### src/rtl/mode_counter.sv
// rtl/mode_counter.sv - parameterised up/down/ping-pong/hold counter with terminal pulse and wrap tally
module mode_counter #(
    parameter int              WIDTH  = 4,
    parameter longint unsigned MAX    = (64'd1 << WIDTH) - 64'd1,
    parameter int              WRAP_W = 8
) (
    input  logic              clk,
    input  logic              rst,
    input  logic              en,
    input  logic [1:0]        mode,
    input  logic              load,
    input  logic [WIDTH-1:0]  load_val,
    output logic [WIDTH-1:0]  q,
    output logic              dir,
    output logic              tc,
    output logic [WRAP_W-1:0] wraps
);

    if (WIDTH < 2 || WIDTH > 32) begin : g_bad_width
        $error("mode_counter: WIDTH must be in 2..32");
    end
    if (MAX < 64'd1 || MAX > ((64'd1 << WIDTH) - 64'd1)) begin : g_bad_max
        $error("mode_counter: MAX must be in 1..2**WIDTH-1");
    end
    if (WRAP_W < 1) begin : g_bad_wrap_w
        $error("mode_counter: WRAP_W must be at least 1");
    end

    typedef enum logic [1:0] {
        MODE_UP   = 2'b00,
        MODE_DOWN = 2'b01,
        MODE_PING = 2'b10,
        MODE_HOLD = 2'b11
    } mode_e;

    localparam logic [WIDTH-1:0]  MAX_V    = WIDTH'(MAX);
    localparam logic [WIDTH-1:0]  ONE      = WIDTH'(1);
    localparam logic [WIDTH-1:0]  ZERO     = '0;
    localparam logic [WRAP_W-1:0] WRAP_SAT = '1;
    localparam logic [WRAP_W-1:0] WRAP_ONE = WRAP_W'(1);

    logic [WIDTH-1:0]  q_q, q_d;
    logic              dir_q, dir_d;
    logic              tc_q, tc_d;
    logic [WRAP_W-1:0] wraps_q, wraps_d;
    logic              wrap_event;

    always_comb begin
        q_d        = q_q;
        dir_d      = dir_q;
        tc_d       = 1'b0;
        wraps_d    = wraps_q;
        wrap_event = 1'b0;

        if (load) begin
            q_d = (load_val > MAX_V) ? MAX_V : load_val;
        end else if (en) begin
            case (mode_e'(mode))
                MODE_UP: begin
                    dir_d = 1'b1;
                    if (q_q == MAX_V) begin
                        q_d        = ZERO;
                        wrap_event = 1'b1;
                    end else begin
                        q_d = q_q + ONE;
                    end
                end
                MODE_DOWN: begin
                    dir_d = 1'b0;
                    if (q_q == ZERO) begin
                        q_d        = MAX_V;
                        wrap_event = 1'b1;
                    end else begin
                        q_d = q_q - ONE;
                    end
                end
                MODE_PING: begin
                    // With a two-value range every step lands on an end, so every step is a turn.
                    if (MAX_V == ONE) begin
                        q_d        = (q_q == ZERO) ? ONE : ZERO;
                        dir_d      = (q_q == ZERO);
                        wrap_event = 1'b1;
                    end else if (dir_q && q_q == MAX_V) begin
                        q_d        = MAX_V - ONE;
                        dir_d      = 1'b0;
                        wrap_event = 1'b1;
                    end else if (!dir_q && q_q == ZERO) begin
                        q_d        = ONE;
                        dir_d      = 1'b1;
                        wrap_event = 1'b1;
                    end else begin
                        q_d = dir_q ? (q_q + ONE) : (q_q - ONE);
                    end
                end
                default: begin
                end
            endcase
        end

        tc_d = wrap_event;
        if (wrap_event && wraps_q != WRAP_SAT) begin
            wraps_d = wraps_q + WRAP_ONE;
        end
    end

    always_ff @(posedge clk) begin
        if (rst) begin
            q_q     <= '0;
            dir_q   <= 1'b1;
            tc_q    <= 1'b0;
            wraps_q <= '0;
        end else begin
            q_q     <= q_d;
            dir_q   <= dir_d;
            tc_q    <= tc_d;
            wraps_q <= wraps_d;
        end
    end

    assign q     = q_q;
    assign dir   = dir_q;
    assign tc    = tc_q;
    assign wraps = wraps_q;

endmodule
### config.mk
export PLATFORM = sky130hd
export DESIGN_NAME = mode_counter
export DESIGN_NICKNAME = d
export VERILOG_FILES = /design/src/rtl/mode_counter.sv
export SDC_FILE = /design/constraint.sdc
export NUM_CORES = 1
export LEC_CHECK = 0
export BUFFER_PORTS_ARGS = -buffer_cell sky130_fd_sc_hd__clkbuf_2
export CORE_MARGIN = 3
export CORE_UTILIZATION = 40
export DETAILED_ROUTE_END_ITERATION = 12
export PLACE_DENSITY = 0.65
export SLEW_MARGIN = 20
export SYNTH_ARGS = -nofsm -noshare
export SYNTH_HDL_FRONTEND = slang
export SYNTH_SLANG_ARGS = --single-unit
### constraint.sdc
create_clock -name clk -period 5.1 [get_ports clk]
set_input_delay 1.02 -clock clk [delete_from_list [all_inputs] [get_ports clk]]
set_output_delay 1.02 -clock clk [all_outputs]
set_load 0.1 [all_outputs]
==> flow_metrics.py <==
metrics = {
    "timing": {
        "fin_setup_tns_ns": 0,
        "whs_ns": 0.5076,
        "setup_ws_ns": 2.582,
        "slew_headroom_pct": 63.95,
        "finalHoldViolCount": 0,
        "fin_crit_ns": 2.518,
        "fin_crit_sh_pct": 49.37,
        "fmax_ghz": 0.3972,
        "setup_viol": 0,
        "rsz0062_at_grt": "no",
        "skew_ns": 0.007617,
        "drv_slew": 0,
        "worstMarginPinSlew_ns": 0.5431,
    },
    "worst_setup_path": {
        "slowest_delay_ns": 0.66,
        "crit_type": "register to output pin",
        "regToRegEndpoint": "wraps[5]",
        "crit_path_max_fanout": 17,
        "critPathCaptureType": "output pin",
        "cp.depth": 1,
        "cp-start-kind": "register",
        "r2r_cells": 7,
        "cp-startpoint": "q[2]",
        "cp.required_ns": 4.08,
        "endpoint": "q[2]",
        "rrSetupSlack_ns": 2.96,
        "cp_data_arrival_time_ns": 1.50,
        "cp_cell_sequence": "clkbuf_2",
        "worst_path_max_delay_cell": "dfxtp_1",
        "path_delay_family": "flip-flops",
        "critical_path_buf_inv_count": 1,
        "r2r_start": "q[1]",
    },
    "floorplanning": {
        "rows": 17,
        "start_util_pct": 44.33,
        "ios": 24,
        "die_h_um": 56.92,
        "die_x_um": 56.92,
        "coreArea_sq_mm": 0.002340,
        "die-area_sq_mm": 0.003240,
    },
    "clock_network": {
        "cts.sinks": 14,
        "cts_buffer_depth": 2,
        "cts_tree": "yes",
        "numCtsBuffers": 3,
        "ctsHtreeMaxLevel": 1,
        "root_buffer": "clkbuf_4",
        "post_cts_buffers": 0,
        "path_clk_slew_ns": 0.09,
        "postCtsResizedCells": 0,
        "worst_skew_pair.late_latency_ns": 0.29,
        "ctsHoldBuffers": 0,
    },
    "power": {
        "total_power_mw": 0.2809,
        "ir_worst_vdd_v": 0.0001348,
        "power_density_mw_per_mm2": 235.3,
        "p_leak_nw": 0.4847,
    },
    "synth": {
        "ys.flop_type": "dfxtp_1",
        "async_flop_share_pct": 0,
        "synth_cell_types": 40,
        "syn_inst": 135,
        "postSynthAreaPerCell_sq_um": 7.683,
        "ys_seq_elements": 14,
        "yosysWarnings": 0,
        "seq_area_frac_synth_pct": 27.02,
        "synth_edf_count": 0,
        "syn_area_sq_mm": 0.001037,
        "syn_nets": 152,
    },
    "global_route": {
        "antenna_found_initial": 0,
        "grt_usage_pct": 15.97,
        "grt_pass1_vias": 912,
        "grt_overflow": 0,
        "grt_pass1_wl_mm": 4.119,
        "grt_max_degree": 18,
    },
    "placed_design": {
        "dp.cells": 180,
        "hpwlAfterDp_mm": 1.885,
        "place_ws_ns": 2.371,
        "gp_congestion": 0.8381,
        "post_dp_cell_area_sq_mm": 0.001157,
        "place.port_buffers": 23,
    },
    "finish": {
        "diodes": 0,
        "fin_cells": 184,
        "layout_common_cells": "clkbuf_2, a21oi_1, dfxtp_1",
        "final_util_pct": 51.02,
        "final_nets": 174,
        "final_common_cell": "clkbuf_2",
        "fillers": 240,
        "layout-drive-gt1-share_pct": 19.87,
        "syn_to_final_growth_pct": 15.08,
        "stdcell_area_sq_mm": 0.001194,
    },
    "detailed_routing": {
        "drt-initial-drc-count": 43,
        "post_drt_wl_per_cell_um": 13.72,
        "vias_per_cell": 5.788,
        "finalWirelength_mm": 2.525,
        "drcViolationCount": 0,
        "detail-route-antenna-nets": 0,
        "firstDrtPassIters": 4,
        "num_vias": 1065,
    },
    "run_status": {
        "status": "complete, no violations",
    },
    "job": {
        "cap_violations": 0,
    },
    "worst_hold_path": {
        "hold_path.class": "register to register",
    },
}
-- area by class of cell --
type | instances | area (sq um) | share of cell area (%)
sequential | 14 | 280.3 | 23.48
inverter | 11 | 41.29 | 3.459
tap | 28 | 35.03 | 2.935
multi-input combinational | 104 | 685.7 | 57.44
timing repair buffer | 23 | 115.1 | 9.644
clock buffer | 4 | 36.28 | 3.040
-- flip-flops by register name (all words and copies together), names as in the netlist --
name,count
q,4
wraps,8
tc,1
dir,1
-- power breakdown --
| group | switching (mW) | leakage (nW) | internal, mW |
|---|---|---|---|
| Combinational | 0.0535 | 0.350 | 0.0231 |
| Sequential | 0.00969 | 0.114 | 0.113 |
| Clock | 0.0384 | 0.0210 | 0.0436 |
-- tightest hold or removal path: stages, from the launching register on --
cell     delay (ns)
dfxtp_1        0.34
o31ai_1        0.07
a21oi_1        0.06
-- cell families after synthesis --
| logic type | after synthesis | synth area share (%) |
|---|---|---|
| and+or+nand+nor | 48 | 26.66 |
| adders and majority gates | 7 | 8.444 |
| AOI/OAI and AO/OA | 47 | 29.19 |
| buffers and inverters | 17 | 6.876 |
| DFF | 14 | 27.02 |
| xor gates and xnor gates | 1 | 0.8445 |
| muxes | 1 | 0.9651 |
-- per-layer routing --
metal	global-route usage, %	routed length [um]	vias up
met1	21.26	1183	483
met4	7.947	46	0
met5	0	0	-
li1	-	-	544
met3	3.448	134	5
met2	24.14	1161	33
-- synthesized netlist by cell type, types with 3 or more instances --
cell	n	area share (%)
nor2b_1	3	1.8
dfxtp_1	14	27
nand3_1	6	2.9
o21ai_0	11	5.3
clkbuf_1	5	1.8
a21oi_1	15	7.2
ha_1	7	8.4
or3_1	5	3.0
nor2_1	7	2.5
a311oi_1	3	2.5
nand2_1	8	2.9
nor3_1	6	2.9
inv_1	11	4.0
o21a_1	3	2.2
-- worst min path at each step --
stage	startpoint	endpoint	slack, ns	cells after the start
4_1_cts	wraps[5]	wraps[5]	0.51	2
3_3_place_gp	wraps[5]	wraps[5]	0.48	2
3_5_place_dp	wraps[5]	wraps[5]	0.50	2
5_1_grt	wraps[5]	wraps[5]	0.54	2
6_report	wraps[5]	wraps[5]	0.51	2
2_1_floorplan	wraps[5]	wraps[5]	0.95	2
Note: power is estimated with default switching activity, not from simulation.
